## src/rtl/y86_pkg.sv

```systemverilog
// y86_pkg: constants shared by the Y86 register file and its users.
//   DATA_WID / ADDR_WID : default data and register-id widths.
//   RNONE               : "no register" id (all ones).
//   RRAX..R14           : architectural register ids (RRSP is the stack pointer).
package y86_pkg;
  localparam int DATA_WID = 64;
  localparam int ADDR_WID = 4;

  localparam logic [3:0] RRAX  = 4'h0;
  localparam logic [3:0] RRCX  = 4'h1;
  localparam logic [3:0] RRDX  = 4'h2;
  localparam logic [3:0] RRBX  = 4'h3;
  localparam logic [3:0] RRSP  = 4'h4;
  localparam logic [3:0] RRBP  = 4'h5;
  localparam logic [3:0] RRSI  = 4'h6;
  localparam logic [3:0] RRDI  = 4'h7;
  localparam logic [3:0] RR8   = 4'h8;
  localparam logic [3:0] RR9   = 4'h9;
  localparam logic [3:0] RR10  = 4'hA;
  localparam logic [3:0] RR11  = 4'hB;
  localparam logic [3:0] RR12  = 4'hC;
  localparam logic [3:0] RR13  = 4'hD;
  localparam logic [3:0] RR14  = 4'hE;
  localparam logic [3:0] RNONE = 4'hF;
endpackage

```

## src/rtl/regfile_scoreboard_if.sv

```systemverilog
// regfile_scoreboard_if: bundle between decode/writeback (master) and the
// register file (slave).
//   srcA/srcB -> valA/valB, busyA/busyB : read ports and hazard flags
//   destE/destM + valE/valM            : writeback ports
//   claim_en + claimE/claimM           : destination claims at issue
//   claim_err                          : sticky claim-overflow flag
// Handshake: there is no valid/ready pair. A write is qualified by its id
// (RNONE = idle), a claim by claim_en plus its id (RNONE = nothing claimed);
// every qualified event is accepted on the rising edge it is presented at.
interface regfile_scoreboard_if #(
  parameter int DATA_WID = 64,
  parameter int ADDR_WID = 4
);
  logic [ADDR_WID-1:0] srcA, srcB;
  logic [DATA_WID-1:0] valA, valB;
  logic                busyA, busyB;
  logic [ADDR_WID-1:0] destE, destM;
  logic [DATA_WID-1:0] valE, valM;
  logic                claim_en;
  logic [ADDR_WID-1:0] claimE, claimM;
  logic                claim_err;

  modport master (
    output srcA, srcB, destE, destM, valE, valM, claim_en, claimE, claimM,
    input  valA, valB, busyA, busyB, claim_err
  );

  modport slave (
    input  srcA, srcB, destE, destM, valE, valM, claim_en, claimE, claimM,
    output valA, valB, busyA, busyB, claim_err
  );
endinterface

```

## src/rtl/reg_scoreboard.sv

```systemverilog
// reg_scoreboard: per-register pending-write counters.
//   CLK, RST         : clock, synchronous active-high reset
//   claim_en/claimE/claimM : issue-time claims (increment)
//   destE/destM      : writeback releases (decrement)
//   count            : current pending count of every register
//   claim_err        : sticky, set when a claim hits a saturated counter
module reg_scoreboard #(
  parameter int ADDR_WID = 4,
  parameter int NREG     = 15,
  parameter int CNT_WID  = 2
) (
  input  logic                CLK,
  input  logic                RST,
  input  logic                claim_en,
  input  logic [ADDR_WID-1:0] claimE,
  input  logic [ADDR_WID-1:0] claimM,
  input  logic [ADDR_WID-1:0] destE,
  input  logic [ADDR_WID-1:0] destM,
  output logic [CNT_WID-1:0]  count [NREG],
  output logic                claim_err
);
  localparam logic [CNT_WID-1:0] CNT_MAX = '1;

  logic [NREG-1:0] inc;
  logic [NREG-1:0] dec;

  // A register named on both ports of a claim or of a writeback counts once.
  always_comb begin
    inc = '0;
    dec = '0;
    for (int r = 0; r < NREG; r++) begin
      inc[r] = claim_en && ((claimE == ADDR_WID'(r)) || (claimM == ADDR_WID'(r)));
      dec[r] = (destE == ADDR_WID'(r)) || (destM == ADDR_WID'(r));
    end
  end

  // Claim and release together leave the count unchanged, even at 0 or max.
  always_ff @(posedge CLK) begin
    if (RST) begin
      for (int r = 0; r < NREG; r++) count[r] <= '0;
      claim_err <= 1'b0;
    end else begin
      for (int r = 0; r < NREG; r++) begin
        case ({inc[r], dec[r]})
          2'b10: begin
            if (count[r] == CNT_MAX) claim_err <= 1'b1;
            else                     count[r]  <= count[r] + CNT_WID'(1);
          end
          2'b01: begin
            if (count[r] != '0) count[r] <= count[r] - CNT_WID'(1);
          end
          default: ;
        endcase
      end
    end
  end
endmodule

```

## src/rtl/regfile_scoreboard.sv

```systemverilog
// regfile_scoreboard: Y86 register file with two combinational read ports,
// two clocked write ports (E, M; M wins on a shared id), same-cycle
// write-to-read bypass and a pending-write scoreboard driving busyA/busyB.
//   CLK, RST : clock, synchronous active-high reset
//   rf       : slave side of regfile_scoreboard_if (reads, writes, claims)
// Ids >= NREG (including RNONE) read as 0, are never busy and are not written.
// NREG must be below 2**ADDR_WID so that RNONE never aliases a real register.
module regfile_scoreboard #(
  parameter int DATA_WID = y86_pkg::DATA_WID,
  parameter int ADDR_WID = y86_pkg::ADDR_WID,
  parameter int NREG     = 15,
  parameter int CNT_WID  = 2
) (
  input  logic                 CLK,
  input  logic                 RST,
  regfile_scoreboard_if.slave  rf
);
  import y86_pkg::*;

  logic [DATA_WID-1:0] regs  [NREG];
  logic [CNT_WID-1:0]  count [NREG];
  logic                claim_err_q;

  reg_scoreboard #(
    .ADDR_WID (ADDR_WID),
    .NREG     (NREG),
    .CNT_WID  (CNT_WID)
  ) u_sb (
    .CLK       (CLK),
    .RST       (RST),
    .claim_en  (rf.claim_en),
    .claimE    (rf.claimE),
    .claimM    (rf.claimM),
    .destE     (rf.destE),
    .destM     (rf.destM),
    .count     (count),
    .claim_err (claim_err_q)
  );

  assign rf.claim_err = claim_err_q;

  // M is checked first so a dual write to one id keeps valM.
  always_ff @(posedge CLK) begin
    if (RST) begin
      for (int r = 0; r < NREG; r++) regs[r] <= '0;
    end else begin
      for (int r = 0; r < NREG; r++) begin
        if (rf.destM == ADDR_WID'(r))      regs[r] <= rf.valM;
        else if (rf.destE == ADDR_WID'(r)) regs[r] <= rf.valE;
      end
    end
  end

  logic                hit_a, hit_b;
  logic [CNT_WID-1:0]  cnt_a, cnt_b;
  logic [DATA_WID-1:0] arr_a, arr_b;

  // Array lookup by scan: an id that matches no register leaves hit low,
  // which covers both RNONE and out-of-range ids.
  always_comb begin
    hit_a = 1'b0;
    hit_b = 1'b0;
    cnt_a = '0;
    cnt_b = '0;
    arr_a = '0;
    arr_b = '0;
    for (int r = 0; r < NREG; r++) begin
      if (rf.srcA == ADDR_WID'(r)) begin
        hit_a = 1'b1;
        cnt_a = count[r];
        arr_a = regs[r];
      end
      if (rf.srcB == ADDR_WID'(r)) begin
        hit_b = 1'b1;
        cnt_b = count[r];
        arr_b = regs[r];
      end
    end
  end

  always_comb begin
    rf.valA = '0;
    if (hit_a) begin
      if (rf.srcA == rf.destM)      rf.valA = rf.valM;
      else if (rf.srcA == rf.destE) rf.valA = rf.valE;
      else                          rf.valA = arr_a;
    end
    rf.valB = '0;
    if (hit_b) begin
      if (rf.srcB == rf.destM)      rf.valB = rf.valM;
      else if (rf.srcB == rf.destE) rf.valB = rf.valE;
      else                          rf.valB = arr_b;
    end
  end

  // The last outstanding write retiring this cycle is covered by the bypass,
  // so it no longer counts as a hazard.
  always_comb begin
    rf.busyA = hit_a && (cnt_a != '0) &&
               !((cnt_a == CNT_WID'(1)) && ((rf.srcA == rf.destE) || (rf.srcA == rf.destM)));
    rf.busyB = hit_b && (cnt_b != '0) &&
               !((cnt_b == CNT_WID'(1)) && ((rf.srcB == rf.destE) || (rf.srcB == rf.destM)));
  end
endmodule

```

## src/flat_wrapper.sv

```systemverilog
// flat-port wrapper written by rule: the top's interface ports become plain ports
module regfile_scoreboard_flat import y86_pkg::*;
#(
  parameter int DATA_WID = y86_pkg::DATA_WID,
  parameter int ADDR_WID = y86_pkg::ADDR_WID,
  parameter int NREG     = 15,
  parameter int CNT_WID  = 2
)
  (CLK, RST, rf_srcA, rf_srcB, rf_destE, rf_destM, rf_valE, rf_valM, rf_claim_en, rf_claimE, rf_claimM, rf_valA, rf_valB, rf_busyA, rf_busyB, rf_claim_err);
  regfile_scoreboard_if #(.DATA_WID(DATA_WID), .ADDR_WID(ADDR_WID)) rf_i ();
  input  logic CLK;
  input  logic RST;
  input wire logic [$bits(rf_i.srcA)-1:0] rf_srcA;
  input wire logic [$bits(rf_i.srcB)-1:0] rf_srcB;
  input wire logic [$bits(rf_i.destE)-1:0] rf_destE;
  input wire logic [$bits(rf_i.destM)-1:0] rf_destM;
  input wire logic [$bits(rf_i.valE)-1:0] rf_valE;
  input wire logic [$bits(rf_i.valM)-1:0] rf_valM;
  input wire logic [$bits(rf_i.claim_en)-1:0] rf_claim_en;
  input wire logic [$bits(rf_i.claimE)-1:0] rf_claimE;
  input wire logic [$bits(rf_i.claimM)-1:0] rf_claimM;
  output wire logic [$bits(rf_i.valA)-1:0] rf_valA;
  output wire logic [$bits(rf_i.valB)-1:0] rf_valB;
  output wire logic [$bits(rf_i.busyA)-1:0] rf_busyA;
  output wire logic [$bits(rf_i.busyB)-1:0] rf_busyB;
  output wire logic [$bits(rf_i.claim_err)-1:0] rf_claim_err;
  assign rf_i.srcA = rf_srcA;
  assign rf_i.srcB = rf_srcB;
  assign rf_i.destE = rf_destE;
  assign rf_i.destM = rf_destM;
  assign rf_i.valE = rf_valE;
  assign rf_i.valM = rf_valM;
  assign rf_i.claim_en = rf_claim_en;
  assign rf_i.claimE = rf_claimE;
  assign rf_i.claimM = rf_claimM;
  assign rf_valA = rf_i.valA;
  assign rf_valB = rf_i.valB;
  assign rf_busyA = rf_i.busyA;
  assign rf_busyB = rf_i.busyB;
  assign rf_claim_err = rf_i.claim_err;
  regfile_scoreboard #(.DATA_WID(DATA_WID), .ADDR_WID(ADDR_WID), .NREG(NREG), .CNT_WID(CNT_WID)) u_core (.CLK(CLK), .RST(RST), .rf(rf_i));
endmodule
```

## config.mk

```make
export PLATFORM = sky130hd
export DESIGN_NAME = regfile_scoreboard_flat
export DESIGN_NICKNAME = d
export VERILOG_FILES = /design/src/rtl/y86_pkg.sv /design/src/rtl/regfile_scoreboard_if.sv /design/src/rtl/reg_scoreboard.sv /design/src/rtl/regfile_scoreboard.sv /design/src/flat_wrapper.sv
export SDC_FILE = /design/constraint.sdc
export NUM_CORES = 2
export LEC_CHECK = 0
export ABC_AREA = 1
export CORE_MARGIN = 4
export CORE_UTILIZATION = 44
export DETAILED_ROUTE_END_ITERATION = 7
export MAX_ROUTING_LAYER = met4
export REMOVE_ABC_BUFFERS = 1
export SLEW_MARGIN = 20
export SYNTH_ARGS = -nofsm -noshare
export SYNTH_HDL_FRONTEND = slang
export SYNTH_SLANG_ARGS = --single-unit
```

## constraint.sdc

```tcl
create_clock -name CLK -period 9.1 [get_ports CLK]
set_input_delay 2.73 -clock CLK [delete_from_list [all_inputs] [get_ports CLK]]
set_output_delay 2.73 -clock CLK [all_outputs]
set_load 0.03 [all_outputs]
```

==> impl_results.md <==
* Status: completed
* Average size of a mapped cell at between 7 and 8 um2
* Routed WL per cell at 28.6 um
* GRT overflow at 0
* Dpl cells at ~9,900
* Worst Path Required at 6.37 ns
* Simple-gate area share of the yosys netlist at 25.9%
* Worst slack, placed at 0.372 ns
* Final WL at between 200,000 and 300,000 um
* Yosys warns at 0
* Startpoint types: input port
* Hold-fix buffers at CTS at 0
* Achievable Freq at 111 MHz
* DRT antenna net count at 0
* CTS tree: built
* Drt initial violations at 9,675
* Mux share of post-synthesis cell area at 0%
* Post-Synth XOR/XNOR Area at 0.154%
* Max incr delay on CP at 0.84 ns
* Post-Synthesis Cells at just over 8,000
* DRT Pass-1 Iters at 7
* Max-cap violations at 0
* Crit-path cells: clkdlybuf4s50_1 -> nand2_1 -> nor2_4 -> buf_4 -> nand2_1 -> nand2_1 -> a21oi_1 -> nand4_1 -> o21ai_0 -> nand4_1 -> nor2_1 -> nand4_1 -> nor2_1 -> nor2_1 -> buf_12
* Core area at 0.140 mm2
* Hold Fails Final Rpt at 0
* Bufs on Longest Clock Path at 3
* Worst Slack Setup Final at 0.115 ns
* Arr. time, crit path at between 6 and 7 ns
* Asr flop ratio synth at 0%
* RSZ-0062 raised after global routing: false
* Starting Density at 44.5%
* Via count at ~64,000
* Buffer and inverter count on the worst path at 3
* Met3 Use GR at between 10% and 20%
* Met2 Usage GRT at 57.0%
* Hold Path Origin: u_core.u_sb.count[5]
* IO Pins at ~290
* Die area at 0.148 mm2
* CP max stage cell: clkdlybuf4s50_1
* TNS Setup at 0 ns
* Slew @ Worst Pin at 1.21 ns
* CTS clk-pin slew, worst paths at 0.06 ns
* Final Max Tran Viols at 0
* CP Capture Type: output pin
* GP Congestion at 0.986
* Synth Area in Compound Gates at 17.5%
* Leakage at roughly 27 nW
* Worst Path Max Fanout at 15
* Synth Area in Adders at 0.0802%
* PwrDens at 175 mW/mm2
* Top_reg_cell synth: edfxtp_1
* Main combinational cell family by area after synthesis: simple AND/OR/NAND/NOR gates
* Number of buffers added on ports at 285
* CTS H-tree depth at 3
* Clock Sinks at 991
* Seq/Total Area, Yosys at about 47%
* CTS Buf Count at ~120
* Area Overhead vs Synth at 15.8%
* Core Rows at 137
* Initial antenna violation count at 25
* Fin nets at 8,320
* Die height at 385 um
* Relative slew margins at 19.1%
* Final worst-path cycle share at 98.7%
* Post-Synthesis Cell Area at 0.0624 mm2
* Clock Latency Late Sink at 0.75 ns
* Aggregate global-route resource usage at 39.2%
* Post_cts resized at 0
* Post CTS Setup Buffer Count at 0
* DRC Markers at 0
* Worst min path class: register to register
* Netlist cell types at 43
* Finished Layout Cells at ~10,000
* Root buffer cell: clkbuf_16
* Die Wd at 385 um
* Crit path from: rf_srcB[0]
* Layout cells sized above 1 at 8.15%
* Largest net degree at the start of global routing at about 130
* VDD IR max at around 0.00016 V
* Minimum clock period at 8.99 ns
* Drt via density at ~6.3
* Worst r2r src: u_core.u_sb.count[22]
* Worst path top cell family by delay: simple AND/OR/NAND/NOR gates
* GRT Max-Usage Layer: met2
* Crit Path Class: input port to output pin
* Synthesized flop and latch total at 991
* Met1 usage at 49.5%
* EDFF count, synth at between 900 and 1,000
* Dpl hpwl at 174,000 um
* Vias in the first global route at 59,000
* First-pass GRT wire length at 411,000 um
* Final setup fails at 0
* Clock Skew at between 0.02 and 0.025 ns
synthesized netlist by cell type (78+ instances only):
master | instances | share of area, %
nand2_1 | 2073 | 12
nor2_1 | 1133 | 6.8
edfxtp_1 | 960 | 46
inv_1 | 743 | 4.5
a211oi_1 | 579 | 7.0
o21ai_0 | 541 | 4.3
a21oi_1 | 433 | 3.5
clkbuf_1 | 417 | 2.5
nand4_1 | 274 | 2.7
nand3_1 | 269 | 2.2
buf_2 | 155 | 1.2
o22ai_1 | 107 | 1.1
o211ai_1 | 84 | 1.0
or2_2 | 78 | 0.78
path summary, 6_finish.rpt:
check                          endpoint  slack (ns)  depth (start not counted)
setup / recovery            rf_valB[25]        0.11                         15
hold / removal     u_core.u_sb.count[5]        0.47                          2
setup reg to reg  u_core.u_sb.claim_err        7.71                          6
hold reg to reg    u_core.u_sb.count[5]        0.47                          2
cell type report:
type,count,area (um2)
Fill cell,13300,68000
Sequential cell,991,29400
Multi-Input combinational cell,5728,27600
Timing Repair Buffer,493,6190
Inverter,832,3130
Clock buffer,144,2990
Tap cell,1876,2350
Clock inverter,66,435
Antenna cell,31,77.6
worst min-delay path, delay by kind of cell (launching register included):
kind,cells,cell delay [ns]
flops,1,0.31
compound gates,2,0.12
power by group:
group	total (mW)	leakage, nW	switching [mW]	internal [mW]
sequential	5.64	9.68	0.188	5.45
clock	4.41	1.67	2.02	2.39
combinational	2.56	15.8	1.68	0.876
total	12.6	27.1	3.89	8.72
registers in the layout, indices dropped and copies added (netlist names):
signal / cells
u_core.regs: 960
u_core.u_sb.claim_err: 1
u_core.u_sb.count: 30
logic make-up after synthesis:
group                    Yosys count
AND/OR/NAND/NOR                 3908
AO/OA/AOI/OAI                   1805
buffers and inverters           1466
flip-flops                       991
XOR/XNOR                          11
adder cells (fa/ha/maj)            4
cells in the final DEF, fill, tap and decap left out, drive strengths merged, types with 10 or more instances in the layout:
| master | instances |
|---|---|
| o22ai | 107 |
| or2 | 101 |
| nand3 | 269 |
| xor2 | 10 |
| a211oi | 579 |
| nor3 | 24 |
| a31oi | 12 |
| o211ai | 84 |
| o21ai | 574 |
| nor2 | 1155 |
| clkinv | 123 |
| inv | 771 |
| dfxtp | 31 |
| nand4 | 274 |
| clkdlybuf4s50 | 154 |
| buf | 339 |
| nand2 | 2082 |
| diode | 31 |
| a21oi | 433 |
| edfxtp | 960 |
| clkbuf | 144 |
routing by layer:
| layer | share of wire [%] | routed length [um] |
|---|---|---|
| met2 | 43 | 124000 |
| met1 | 37 | 107000 |
| met3 | 15 | 42600 |
| met5 | 0 | 0 |
| met4 | 5.9 | 17100 |
per-stage QoR:
step | utilization [%] | area (um2) | hold WS, ns | total power [mW]
finish | 51.5 | 72200 | 0.474 | 12.6
global route | 51.5 | 72200 | 0.524 | 12.9
CTS | 51.4 | 72100 | 0.476 | 12.5
detailed placement | 49.0 | 68700 | 0.467 | 8.22
global placement | 49.0 | 68700 | 0.465 | 8.19
floorplan | - | 59700 | 0.444 | 6.83
No activity file was read; power rests on OpenSTA's default activity.
